## config.mk

```make
export PLATFORM = sky130hd
export DESIGN_NAME = mem_bus_arbiter
export DESIGN_NICKNAME = d
export VERILOG_FILES = /design/src/rtl/mem_bus_arbiter.sv
export SDC_FILE = /design/constraint.sdc
export NUM_CORES = 1
export LEC_CHECK = 0
export ABC_CLOCK_PERIOD_IN_PS = 2200
export BUFFER_PORTS_ARGS = -buffer_cell sky130_fd_sc_hd__clkbuf_2
export CAP_MARGIN = 20
export CORE_ASPECT_RATIO = 2
export CORE_MARGIN = 2
export CORE_UTILIZATION = 47
export DETAILED_ROUTE_END_ITERATION = 8
export GPL_TIMING_DRIVEN = 0
export HOLD_SLACK_MARGIN = 0.02
export PLACE_DENSITY_LB_ADDON = 0.05
export SYNTH_ARGS = -nofsm -noshare
export SYNTH_HDL_FRONTEND = slang
export SYNTH_SLANG_ARGS = --single-unit
```

## constraint.sdc

```tcl
create_clock -name clk -period 2.2 [get_ports clk]
set_clock_uncertainty 0.2 [all_clocks]
set_input_delay 0 -clock clk [delete_from_list [all_inputs] [get_ports clk]]
set_output_delay 0 -clock clk [all_outputs]
set_load 0.01 [all_outputs]
```

## src/rtl/mem_bus_arbiter.sv

```systemverilog
// Arbitrates the single external RAM bus between the IF fetch port and the MEM data port.
// Latency: grant on the request edge, ready pulse the cycle after bus_ack (3 cycles minimum).
// Backpressure: a waiting port sees stall_* high until its ready pulse; one transaction in flight.
module mem_bus_arbiter #(
    parameter int ADDR_W  = 32,
    parameter int DATA_W  = 32,
    parameter int SEL_W   = 4,
    parameter int TIMEOUT = 255
) (
    input  logic              clk,
    input  logic              rst,
    // instruction fetch port (read only)
    input  logic              if_req,
    input  logic [ADDR_W-1:0] if_addr,
    output logic [DATA_W-1:0] if_rdata,
    output logic              if_ready,
    // MEM-stage data port
    input  logic              mem_req,
    input  logic              mem_write,
    input  logic [SEL_W-1:0]  mem_sel,
    input  logic [ADDR_W-1:0] mem_addr,
    input  logic [DATA_W-1:0] mem_wdata,
    output logic [DATA_W-1:0] mem_rdata,
    output logic              mem_ready,
    // external RAM bus
    output logic              bus_en,
    output logic              bus_write,
    output logic [SEL_W-1:0]  bus_sel,
    output logic [ADDR_W-1:0] bus_addr,
    output logic [DATA_W-1:0] bus_wdata,
    input  logic [DATA_W-1:0] bus_rdata,
    input  logic              bus_ack,
    output logic              bus_err,
    // pipeline stall requests
    output logic              stall_if,
    output logic              stall_mem
);

    // Counter only has to reach TIMEOUT-1; keep at least one bit for TIMEOUT=1.
    localparam int CNT_W = (TIMEOUT > 1) ? $clog2(TIMEOUT) : 1;
    localparam logic [CNT_W-1:0] CNT_LAST = CNT_W'(TIMEOUT - 1);

    typedef enum logic [1:0] {
        IDLE = 2'd0,
        BUS  = 2'd1,
        RESP = 2'd2
    } state_t;

    state_t           state;
    logic [CNT_W-1:0] wd_cnt;      // BUS cycles elapsed in the current transaction
    logic             gnt_mem;     // owner of the current transaction: 1 = MEM, 0 = IF
    logic             last_mem;    // owner of the previous transaction: 1 = MEM, 0 = IF
    logic             err_pending; // watchdog fired; only ever set while in RESP
    logic             grant_mem;

    // On a tie the port that did not own the previous transaction wins.
    assign grant_mem = mem_req & (~if_req | ~last_mem);

    // The error flag is already a register that is only high in RESP.
    assign bus_err = err_pending;

    // A port stalls for as long as it requests and has not yet seen its ready pulse.
    assign stall_if  = if_req  & ~if_ready;
    assign stall_mem = mem_req & ~mem_ready;

    // Arbitration FSM with registered bus, read-data and completion outputs.
    always_ff @(posedge clk or negedge rst) begin
        if (!rst) begin
            state       <= IDLE;
            wd_cnt      <= '0;
            gnt_mem     <= 1'b0;
            last_mem    <= 1'b0;
            err_pending <= 1'b0;
            bus_en      <= 1'b0;
            bus_write   <= 1'b0;
            bus_sel     <= '0;
            bus_addr    <= '0;
            bus_wdata   <= '0;
            if_rdata    <= '0;
            mem_rdata   <= '0;
            if_ready    <= 1'b0;
            mem_ready   <= 1'b0;
        end else begin
            case (state)
                IDLE: begin
                    if (if_req || mem_req) begin
                        gnt_mem <= grant_mem;
                        wd_cnt  <= '0;
                        bus_en  <= 1'b1;
                        state   <= BUS;
                        if (grant_mem) begin
                            bus_write <= mem_write;
                            bus_sel   <= mem_sel;
                            bus_addr  <= mem_addr;
                            bus_wdata <= mem_wdata;
                        end else begin
                            // fetches are always full-word reads
                            bus_write <= 1'b0;
                            bus_sel   <= '1;
                            bus_addr  <= if_addr;
                            bus_wdata <= '0;
                        end
                    end
                end

                BUS: begin
                    if (bus_ack) begin
                        // writes leave the port's read-data register untouched
                        if (!bus_write) begin
                            if (gnt_mem) mem_rdata <= bus_rdata;
                            else         if_rdata  <= bus_rdata;
                        end
                        bus_en    <= 1'b0;
                        mem_ready <= gnt_mem;
                        if_ready  <= ~gnt_mem;
                        state     <= RESP;
                    end else if (wd_cnt == CNT_LAST) begin
                        // hung slave: complete the access with zero data and an error flag
                        if (gnt_mem) mem_rdata <= '0;
                        else         if_rdata  <= '0;
                        err_pending <= 1'b1;
                        bus_en      <= 1'b0;
                        mem_ready   <= gnt_mem;
                        if_ready    <= ~gnt_mem;
                        state       <= RESP;
                    end else begin
                        wd_cnt <= wd_cnt + CNT_W'(1);
                    end
                end

                RESP: begin
                    // requests are ignored here so the completing request is not reissued
                    if_ready    <= 1'b0;
                    mem_ready   <= 1'b0;
                    err_pending <= 1'b0;
                    last_mem    <= gnt_mem;
                    state       <= IDLE;
                end

                default: begin
                    bus_en <= 1'b0;
                    state  <= IDLE;
                end
            endcase
        end
    end

endmodule

```

# --- After elaboration in Yosys (flattened, before gate mapping) ---
# Index checks and enable logic that the tools add are counted.
totals:
  elab_cells: 82
  ff_bits: 149
  in_bits: 138
classes:
  add_sub_neg: 1
  muxes: 35
  n_reduce_logical: 13
  bitwise_logic: 10
  eq_ne: 9
ops:
  columns: ["op", "count"]
  rows:
  - ["2-to-1 mux 32 bit", 12]
  - ["2-to-1 mux 8 bit", 3]
  - ["one-hot mux 8 bit (2 select lines)", 1]
  - ["AND reduction 4 bit", 3]
  - ["2-to-1 mux 1 bit", 10]
  - ["!= test 2 bit, second input constant", 5]
  - ["adder 8 x 1 -> 8 bit, second input constant", 1]
  - ["equality test 8 bit, second input constant", 1]
  - ["2-to-1 mux 2 bit", 3]
  - ["inverter 1 bit", 6]
  - ["one-hot mux 1 bit (2 select lines)", 3]
  - ["AND reduction 2 bit", 3]
  - ["AND reduction 3 bit", 2]
  - ["nonzero test 2 bit", 3]
  - ["2-to-1 mux 4 bit", 1]
  - ["one-hot mux 2 bit (2 select lines)", 1]
  - ["bitwise AND 1 bit", 3]
  - ["!= test 3 bit, second input constant", 1]
  - ["one-hot mux 1 bit (3 select lines)", 1]
  - ["equality test 2 x 1 -> 1 bit, second input constant", 1]
  - ["equality test 2 bit, second input constant", 1]
  - ["zero test 2 bit", 1]
  - ["logical OR 1 bit", 1]
  - ["bitwise OR 1 bit", 1]

# --- Depth between registers and ports, before layout ---
depth:
  word_depth: 4
  mapped_depth: 7
  depth_no_buf: 6

# --- Least setup slack after synthesis ---
# No wires, ideal clock.
synth_timing:
  kind: "reg-to-reg"
  startpoint: "register wd_cnt[0]"
  endpoint: "register if_rdata[0]"
  path_slack_ns: 0.358
  arrival_ns: 1.521
  setup_ns: 0.121
  period_less_slack_ns: 1.842
  path_stages_with_launch: 8
  path_cell_list: "dfrtp_1 -> inv_1 -> ha_1 -> nand4_4 -> o31ai_4 -> nand2b_1 -> buf_2 -> a22o_1"
synth_via:
  elab_chain_len: 3
synth_lines:
  columns: ["item", "line_no", "source"]
  rows:
  - ["start: declaration", "50", "logic [CNT_W-1:0] wd_cnt;"]
  - ["start signal: assignment", "127", "wd_cnt <= wd_cnt + CNT_W'(1);"]
  - ["equality test 8 bit", "117", "end else if (wd_cnt == CNT_LAST) begin"]
  - ["nonzero test 2 bit (no line)", null, null]
  - ["AND reduction 4 bit (no line)", null, null]
  - ["end signal: assignment", "111", "else if_rdata <= bus_rdata;"]
  - ["end: declaration", "15", "output logic [DATA_W-1:0] if_rdata,"]
# No other way between the ends.
# A chain may end at the register's enable or synchronous reset.

# --- Worst setup path after layout ---
layout_timing:
  startpoint: "register last_mem"
  endpoint: "register bus_addr[20]"
layout_via:
  elab_chain_len: 4
layout_lines:
  columns: ["item", "line_no", "source"]
  rows:
  - ["start: declaration", "52", "logic last_mem;"]
  - ["start signal: assignment", "136", "last_mem <= gnt_mem;"]
  - ["inverter 1 bit", "57", "assign grant_mem = mem_req & (~if_req | ~last_mem);"]
  - ["bitwise OR 1 bit", "57", null]
  - ["bitwise AND 1 bit", "57", null]
  - ["2-to-1 mux 32 bit", "91", "if (grant_mem) begin"]
  - ["end signal: assignment", "94", "bus_addr <= mem_addr;"]
  - ["end signal: assignment", "100", "bus_addr <= if_addr;"]
  - ["end: declaration", "29", "output logic [ADDR_W-1:0] bus_addr,"]
# No other way between the ends.

==> flow_summary.ini <==
[status]
status = complete, no violations

[yosys]
syn_area_sq_um = 5987
synth_top_area_share_pct = 62.28
synth.avg_cell_area_sq_um = 12.82
yosys.area.top_type = dfrtp_1
synth_cells = 467
ys_types = 40
synth_edf_count = 0
synth.area.top_cells = dfrtp_1 62%, a22o_1 14%, mux2i_1 5.7%, o21ai_0 2.8%, nand2_1 2.8%
synthArstFlopShare_pct = 100.0
synth-main-ff-cell = dfrtp_1
synth-seq-cells = 149
syn_nets = 610
synth-seq-area-share_pct = 62.28
yosysWarningCount = 0

[critical_path]
worstPathRequired_ns = 2.28
crit_path_max_fanout = 10
crit_type = register to register
crit_family = buffers and inverters
worst_path_largest_cell_delay_ns = 0.58
crit_path_end_kind = register
worstPathCellList = a21boi_1 > buf_4 > buf_6 > mux2i_1 > dlygate4sd3_1 > o21ai_0
crit_slowest_cell = dlygate4sd3_1
crit_path_start_kind = register
cp.arrival_ns = 2.22
critPathBufInv = 3

[placement]
dp.final_hpwl_um = 12390
place_ws_ns = 0.08510
io_buffers = 276
place.gp.congestion = 0.7898

[timing]
fin_crit_sh_pct = 97.35
hold_viol = 0
max_slew_margin_pct = 64.01
fin_crit_ns = 2.142
setup_viol = 0
tns_ns = 0
max_freq_mhz = 466.9
maxSlewViolCount = 0
grt_setup_unrepaired = true
whs_ns = 0.1490
worst_slack_ns = 0.05839
worst_pin_slew_ns = 0.5399

[finish]
fillerInstances = 816
final_common_cell = clkbuf_2
drive_gt1_share_pct = 37.21
final_cell_mix = 275 x clkbuf_2, 149 x dfrtp_1, 142 x dlygate4sd3_1, 97 x a22o_1, 45 x nand2_1
regArea_sq_um = 3729
fin_nets = 1049
multi_input_area_sq_um = 2081
area_growth_syn_to_layout_pct = 61.15
antennaDiodeCount = 0

[clock_tree]
cts_buffers = 17
cts_buffer_depth = 2
tritoncts = done
cts_num_sinks = 149
path_clk_slew_ns = 0.07
cts-htree-levels = 4
root_buffer = clkbuf_16
clock_latency_ns = 0.41

[die]
rows = 58
core_area_sq_um = 12480
io_pins = 277
start_util_pct = 47.97
dieWidth_um = 83.81
die_area_sq_um = 13710
fp.dieH_um = 163.6

[power]
clkPwrFrac_pct = 22.6
p_leak_uw = 0.005055
p_comb_share_pct = 39.6
power_frac_seq_pct = 37.8
power.density_nw_per_um2 = 1311
p_int_uw = 7935
p_switching_uw = 4716
peakVddDrop_v = 0.0008922
swShare_pct = 37.28

[global_routing]
grt_max_degree = 107
grt_pass1_wl_um = 30870
grt_usage_pct = 28.47
grt_pass1_vias = 6217
grt_antenna_before_repair = 0
grt-ovfl-total = 0

[route]
drt_iter0_markers = 263
vias = 5803
firstDrtPassIters = 5
route.detailed.drc = 0
avgViaCountPerCell = 5.428
routed_wl_um = 19580
detail-route-antenna-nets = 0
wl_per_cell_um = 18.32

[min_path]
hp-class = input port to register

[job]
drv_cap = 0
==> power by group through the flow <==
| stage | logic (uW) | registers [uW] | clock network (uW) |
|---|---|---|---|
| after global placement | 4490 | 4720 | 0 |
| after floorplan | 2030 | 5200 | 0 |
| final | 5010 | 4780 | 2860 |
| after detailed placement | 4590 | 4740 | 0 |
| after CTS | 4930 | 4720 | 2920 |
| after global routing | 5430 | 4910 | 3030 |
==> synthesized netlist by cell type, drive strengths merged (2+ instances only) <==
library cell and n:
o21ai 36, nand2 45, nor2 3, buf 22
dfrtp 149, nor3b 3, a22o 97, nand3 11
nand2b 5, mux2i 34, clkbuf 11, a21boi 2
o22ai 2, and2 2, o31ai 4, o22a 5
nor3 3, a21o 5, inv 6, nor4 2
ha 5, nand4 3, nor2b 2, o311ai 2
==> logic make-up after synthesis <==
kind of cell | count (synthesis) | share of synthesized area (%)
compound gates | 157 | 20.61
flops | 149 | 62.28
simple gates | 82 | 7.001
buf+inv | 39 | 3.197
mux | 35 | 5.873
fa+ha+maj | 5 | 1.045
==> worst min-delay path, stage by stage <==
cell and delay, ns:
dlygate4sd3_1 0.52, clkbuf_2 0.10, a22o_1 0.11
==> sequential cells by signal (all words and copies together) (netlist names) <==
name and count:
bus_addr 32, bus_en 1, bus_err 1, bus_sel 4
bus_wdata 32, bus_write 1, gnt_mem 1, if_rdata 32
if_ready 1, last_mem 1, mem_rdata 32, mem_ready 1
state 2, wd_cnt 8
==> routing by layer <==
| metal | part of all wire, % | wire length [um] | GRT usage [%] |
|---|---|---|---|
| met2 | 53 | 10400 | 50.15 |
| met3 | 6.2 | 1215 | 6.670 |
| met5 | 0 | 0 | 0 |
| met4 | 4.6 | 896 | 15.10 |
| met1 | 36 | 7071 | 31.61 |
==> worst paths after layout <==
| check | depth (start not counted) | slack (ns) | startpoint | endpoint |
|---|---|---|---|---|
| worst max-delay path | 6 | 0.06 | last_mem | bus_addr[20] |
| worst min-delay path | 3 | 0.15 | mem_wdata[21] | bus_wdata[21] |
| worst max register to register | 6 | 0.06 | last_mem | bus_addr[20] |
| worst min register to register | 2 | 0.28 | bus_addr[30] | bus_addr[30] |
| max in group asynchronous | 4 | 0.79 | rst | bus_wdata[4] |
| min in group asynchronous | 4 | 0.49 | rst | if_rdata[9] |
==> timing repair <==
action,CTS,global route
endpoints found under the setup margin,0,63
hold endpoints to repair,293,0
hold buffers,143,0
setup buffers,0,0
gates resized for setup,0,9
==> cell type report <==
type / count / share of cell area [%]
tap: 150 / 1.945
timing repair buffer: 420 / 29.63
sequential: 149 / 38.65
buffer: 33 / 1.932
clock buffer: 18 / 4.552
inverter: 6 / 0.2334
multi-input combinational: 279 / 21.57
clock inverter: 14 / 1.491
==> metrics by stage <==
stage | util [%] | total power [uW] | cells | cell area (sq um)
after global routing | 77.30 | 13370 | 1069 | 9648
after detailed placement | 60.83 | 9334 | 894 | 7592
after CTS | 77.04 | 12570 | 1069 | 9617
after global placement | 60.54 | 9205 | 893 | 7556
final | 77.30 | 12650 | 1069 | 9648
after floorplan | - | 7235 | 467 | 5987
No activity file was read; power rests on OpenSTA's default activity.
